$ cat src/rtl/fifo_wr_arbiter_if.sv
// Bundle carrying the requester handshakes and the FIFO write port of fifo_wr_arbiter.
// master: requesters plus FIFO full flag (testbench/fabric side); slave: the arbiter.
// busy/owner expose the arbiter's grant state to observers.
interface fifo_wr_arbiter_if #(
  parameter int NUM_REQ = 4,
  parameter int WIDTH   = 8
);
  localparam int OW = $clog2(NUM_REQ);

  logic [NUM_REQ-1:0]       req_valid;
  logic [NUM_REQ*WIDTH-1:0] req_data;
  logic [NUM_REQ-1:0]       req_ready;
  logic                     full;
  logic                     wr_en;
  logic [WIDTH-1:0]         wr_data;
  logic                     busy;
  logic [OW-1:0]            owner;

  modport master (
    output req_valid, req_data, full,
    input  req_ready, wr_en, wr_data, busy, owner
  );

  modport slave (
    input  req_valid, req_data, full,
    output req_ready, wr_en, wr_data, busy, owner
  );
endinterface

$ cat src/rtl/fifo_wr_arbiter.sv
// Round-robin arbiter sharing one FIFO write port among NUM_REQ requesters, bursts of <= MAX_BURST beats.
// Latency: one IDLE cycle per grant; beats then pass combinationally from the owner to wr_en/wr_data.
// Backpressure: full stalls the owner (req_ready=0, wr_en=0) without losing the grant.
// Optional statistics counters (stat_beats, stat_stall) are built when FIFO_ARB_STATS_EN is defined.
module fifo_wr_arbiter #(
  parameter int NUM_REQ   = 4,
  parameter int WIDTH     = 8,
  parameter int MAX_BURST = 4
) (
  input  logic               wr_clk,
  input  logic               wr_rst,
`ifdef FIFO_ARB_STATS_EN
  fifo_wr_arbiter_if.slave   bus,
  output logic [31:0]        stat_beats,
  output logic [15:0]        stat_stall
`else
  fifo_wr_arbiter_if.slave   bus
`endif
);

  localparam int OW = $clog2(NUM_REQ);
  localparam int BW = $clog2(MAX_BURST) + 1;

  typedef enum logic {
    S_IDLE  = 1'b0,
    S_BURST = 1'b1
  } state_t;

  state_t        state_q;
  logic [OW-1:0] owner_q;
  logic [OW-1:0] last_owner_q;
  logic [BW-1:0] beat_cnt_q;

  logic          grant_vld;
  logic [OW-1:0] grant_idx;
  logic [OW-1:0] cand_idx;
  int            cand;
  logic          own_vld;
  logic          xfer;

  // Owner's beat moves only in BURST, when the FIFO has room and reset is not asserted.
  assign own_vld = bus.req_valid[owner_q];
  assign xfer    = (state_q == S_BURST) && own_vld && !bus.full && !wr_rst;

  assign bus.wr_en     = xfer;
  assign bus.req_ready = xfer ? (NUM_REQ'(1) << owner_q) : '0;
  assign bus.wr_data   = (state_q == S_BURST) ? bus.req_data[int'(owner_q)*WIDTH +: WIDTH] : '0;
  assign bus.busy      = (state_q == S_BURST);
  assign bus.owner     = owner_q;

  // Round-robin search: the smallest offset after last_owner with a valid request wins.
  always_comb begin
    grant_vld = 1'b0;
    grant_idx = '0;
    cand      = 0;
    cand_idx  = '0;
    for (int k = NUM_REQ; k >= 1; k--) begin
      cand     = (int'(last_owner_q) + k) % NUM_REQ;
      cand_idx = OW'(cand);
      if (bus.req_valid[cand_idx]) begin
        grant_vld = 1'b1;
        grant_idx = cand_idx;
      end
    end
  end

  // Grant FSM: IDLE picks the next owner, BURST counts beats and releases on limit or drop.
  always_ff @(posedge wr_clk) begin
    if (wr_rst) begin
      state_q      <= S_IDLE;
      owner_q      <= '0;
      last_owner_q <= OW'(NUM_REQ - 1);
      beat_cnt_q   <= '0;
    end else begin
      case (state_q)
        S_IDLE: begin
          if (grant_vld) begin
            owner_q    <= grant_idx;
            beat_cnt_q <= '0;
            state_q    <= S_BURST;
          end
        end
        S_BURST: begin
          if (xfer) begin
            if (beat_cnt_q == BW'(MAX_BURST - 1)) begin
              last_owner_q <= owner_q;
              state_q      <= S_IDLE;
            end else begin
              beat_cnt_q <= beat_cnt_q + 1'b1;
            end
          end else if (!own_vld) begin
            last_owner_q <= owner_q;
            state_q      <= S_IDLE;
          end
        end
        default: state_q <= S_IDLE;
      endcase
    end
  end

`ifdef FIFO_ARB_STATS_EN
  logic [31:0] stat_beats_q;
  logic [15:0] stat_stall_q;

  // Accepted-write counter wraps; stall counter saturates so long stalls stay visible.
  always_ff @(posedge wr_clk) begin
    if (wr_rst) begin
      stat_beats_q <= '0;
      stat_stall_q <= '0;
    end else begin
      if (xfer) begin
        stat_beats_q <= stat_beats_q + 32'd1;
      end
      if ((state_q == S_BURST) && own_vld && bus.full && (stat_stall_q != 16'hFFFF)) begin
        stat_stall_q <= stat_stall_q + 16'd1;
      end
    end
  end

  assign stat_beats = stat_beats_q;
  assign stat_stall = stat_stall_q;
`endif

endmodule

$ cat src/flat_wrapper.sv
// flat-port wrapper written by rule: the top's interface ports become plain ports
module fifo_wr_arbiter_flat 
#(
  parameter int NUM_REQ   = 4,
  parameter int WIDTH     = 8,
  parameter int MAX_BURST = 4
)
  (wr_clk, wr_rst, bus_req_valid, bus_req_data, bus_full, bus_req_ready, bus_wr_en, bus_wr_data, bus_busy, bus_owner);
  fifo_wr_arbiter_if #(.NUM_REQ(NUM_REQ), .WIDTH(WIDTH)) bus_i ();
  input  logic wr_clk;
  input  logic wr_rst;
  input wire logic [$bits(bus_i.req_valid)-1:0] bus_req_valid;
  input wire logic [$bits(bus_i.req_data)-1:0] bus_req_data;
  input wire logic [$bits(bus_i.full)-1:0] bus_full;
  output wire logic [$bits(bus_i.req_ready)-1:0] bus_req_ready;
  output wire logic [$bits(bus_i.wr_en)-1:0] bus_wr_en;
  output wire logic [$bits(bus_i.wr_data)-1:0] bus_wr_data;
  output wire logic [$bits(bus_i.busy)-1:0] bus_busy;
  output wire logic [$bits(bus_i.owner)-1:0] bus_owner;
  assign bus_i.req_valid = bus_req_valid;
  assign bus_i.req_data = bus_req_data;
  assign bus_i.full = bus_full;
  assign bus_req_ready = bus_i.req_ready;
  assign bus_wr_en = bus_i.wr_en;
  assign bus_wr_data = bus_i.wr_data;
  assign bus_busy = bus_i.busy;
  assign bus_owner = bus_i.owner;
  fifo_wr_arbiter #(.NUM_REQ(NUM_REQ), .WIDTH(WIDTH), .MAX_BURST(MAX_BURST)) u_core (.wr_clk(wr_clk), .wr_rst(wr_rst), .bus(bus_i));
endmodule
$ cat config.mk
export PLATFORM = sky130hd
export DESIGN_NAME = fifo_wr_arbiter_flat
export DESIGN_NICKNAME = d
export VERILOG_FILES = /design/src/rtl/fifo_wr_arbiter_if.sv /design/src/rtl/fifo_wr_arbiter.sv /design/src/flat_wrapper.sv
export SDC_FILE = /design/constraint.sdc
export NUM_CORES = 1
export LEC_CHECK = 0
export CORE_ASPECT_RATIO = 1.4
export CORE_MARGIN = 4
export CORE_UTILIZATION = 36
export CTS_BUF_LIST = sky130_fd_sc_hd__clkbuf_4
export DETAILED_ROUTE_END_ITERATION = 12
export PLACE_DENSITY = 0.82
export SLEW_MARGIN = 30
export SYNTH_ARGS = -nofsm -noshare
export SYNTH_HDL_FRONTEND = slang
export SYNTH_SLANG_ARGS = --single-unit
export TNS_END_PERCENT = 10
$ cat constraint.sdc
create_clock -name wr_clk -period 1.8 [get_ports wr_clk]
set_clock_uncertainty 0.15 [all_clocks]
set_input_delay 0.18 -clock wr_clk [delete_from_list [all_inputs] [get_ports wr_clk]]
set_output_delay 0.18 -clock wr_clk [all_outputs]
set_load 0.05 [all_outputs]
==> run metrics <==
clock tree buffer depth=2; Die Area=0.00302 sq mm; Hold-fix buffers, CTS=0; Placeable Area=0.00202 sq mm; Final ANT Viol Nets=0; Ant. Diodes=0; post-route cell area=0.00169 sq mm; height of the die=63.5 microns; synthesized area per cell=9.64 sq um; slew margin rel.=0.828; Clock Sink Count=8; worst setup path category=flip-flop to output port; compound-gate portion of the synthesized area=0.134; global route total overflow=0; Max stage delay on crit path=420 ps; RSZ-0062 raised after global routing=yes; Seq/Total Area, Yosys=0.203; WL per Instance=18.8 microns; largest net degree at the start of global routing=13; CTS tree=built; WP buf/inv=3; hold path depth=1; chip width=47.6 microns; Final Non-Filler Cells=176; yosys warns=0; Max Cap Viol=0; first-pass GRT wire length=4800 microns; Synth cell types=30; Total GRT Usage=0.224; worst setup margin=-193 ps; cts bufs inserted=3; status=complete, but fails checks; Detailed Route Iter0 Violations=24; XOR/XNOR share of the synthesized area=0; area share of fa/ha/maj cells after synthesis=0.0316; Critical Path Start Type=flip-flop; final hold vios=0; via-per-instance ratio=5.43; via count=956; Area Growth Syn to Fin=113%; placed insts=164; Synth Area in Simple Gates=0.236; FFs w/ async S/R, synth=0; most used cell, CP=buf_4; #FFs+latches synth=8; CP Cell Sequence=buf_4, mux2i_2, mux2i_1, buf_4, and2_1, buf_12; DP Wirelength=2390 microns; Final setup viols=13; Post-Syn Nets=123; vias in the first global route=1025; clk slew on worst S/H paths=60 ps; initial antenna violation count=0; fin. max-slew vios=0; fin crit period=1990 ps; leakage=0.717 nW; hold_ws=337 ps; main combinational cell family by area after synthesis=multiplexers; arrival time worst endpoint=1660 ps; cell row count=19; number of flops mapped to enable cells by yosys=0; first-pass iteration count of the detailed router=4; DRC violations left=0; Routability Congestion=0.896; WP depth=6; synthesized instance count=82; Worst-Margin Slew=250 ps; CP max FO=7; placed cell area=0.00154 sq mm; clk_lat worst skew=270 ps; Reg2Reg Depth=7; WL final=3310 microns; Main synth FF type=dfxtp_1; Pwr Total=0.926 mW; layout net count=197; peak supply drop=0.000560 V; Fmax achieved=502 MHz; Worst EP required=1470 ps; H-tree levels=1; worst hold path type=flip-flop to flip-flop; fin crit share=1.11; clock root cell=clkbuf_4; io pins=55; failing checks=negative setup slack; mapped cell area=791 sq um; CP max-delay cell=dfxtp_4; final core occ=0.835; initial core utilization=0.391; Worst Setup End Kind=output port; cell family with most CP delay=buffers and inverters; power per cell area=549 mW/mm^2; layout cells sized above 1=0.400; post-synthesis mux area share=0.332; input/output buffers=54
-- metrics by stage --
stage	setup WS, ps	setup TNS (ps)
finish	-193	-1740
global placement	-24.5	-43.0
floorplan	-30.9	-125
detailed placement	-81.0	-103
CTS	-178	-1440
global route	-256	-2660
-- cell families (layout without fill, tap and decap cells) --
kind of cell	count (synthesis)	in the layout
simple gates	31	31
compound gates	15	15
mux	15	15
buf+inv	11	84
flops	8	8
fa+ha+maj	2	2
-- where the power goes --
| group | switching, mW | internal [mW] |
|---|---|---|
| logic | 0.239 | 0.296 |
| registers | 0.0321 | 0.193 |
| clock network | 0.0647 | 0.100 |
-- metal layers --
layer / GRT usage / part of all wire / wire length (microns) / vias up
li1: - / - / - / 455
met1: 0.183 / 0.29 / 950 / 443
met2: 0.430 / 0.54 / 1780 / 51
met3: 0.0883 / 0.15 / 501 / 7
met4: 0.0842 / 0.022 / 74 / 0
met5: 0 / 0 / 0 / -
-- path summary, 6_finish.rpt --
check	startpoint	endpoint	slack, ps
max	u_core.bus.owner[0]	bus_wr_en	-190
max reg2reg	u_core.bus.owner[0]	u_core.beat_cnt_q[1]	-140
min reg2reg	u_core.beat_cnt_q[0]	u_core.beat_cnt_q[0]	340
min	u_core.beat_cnt_q[0]	u_core.beat_cnt_q[0]	340
-- sequential cells by signal, indices dropped and copies added, names as in the netlist --
signal and cells:
u_core.beat_cnt_q 3, u_core.bus.busy 1, u_core.bus.owner 2, u_core.last_owner_q 2
-- synth_stat cells (2+ instances only) --
cell type  instances  area share
and2_1             9       0.071
dfxtp_1            8        0.20
a21oi_1            5       0.032
nor2b_1            2       0.016
mux4_2             5        0.14
mux4_1             3        0.10
clkbuf_1           2      0.0095
inv_1              6       0.028
nor4_1             2       0.016
nand2_1            4       0.019
nand3b_1           3       0.028
nor2_1             6       0.028
a211o_1            2       0.022
a21o_1             2       0.019
ha_1               2       0.032
mux2i_1            6       0.076
nor3_1             2       0.013
-- cell usage in the layout (no fill, tap or decap), types with 2 or more instances in the layout --
master	Yosys	layout
nor2_1	6	6
buf_12	0	7
buf_4	0	18
dfxtp_4	0	2
nor3_4	0	2
a21o_1	2	2
mux4_1	3	3
clkbuf_4	0	4
nor4_4	0	2
mux4_2	5	5
a211o_1	2	2
nand3b_1	3	3
nand2_1	4	3
nor2b_1	2	2
inv_1	6	5
buf_6	1	10
and2_4	0	5
mux2i_1	6	5
ha_1	2	2
and2_1	9	4
dfxtp_1	8	5
clkdlybuf4s50_1	0	38
a21oi_1	5	5
-- layout make-up --
cell class                 instances  area, sq um
tap                               21         26.3
sequential                         8          169
inverter                           6         22.5
multi-input combinational         63          656
clock buffer                       4         30.0
fill                             121          334
timing repair buffer              74          783
-- repair_timing --
action | 4_1_cts | 5_1_grt
gates resized for setup | 15 | 2
endpoints found under the setup margin | 10 | 16
pin swaps | 1 | 1
setup buffers | 7 | 1
Power figures use the tool's default switching activity.
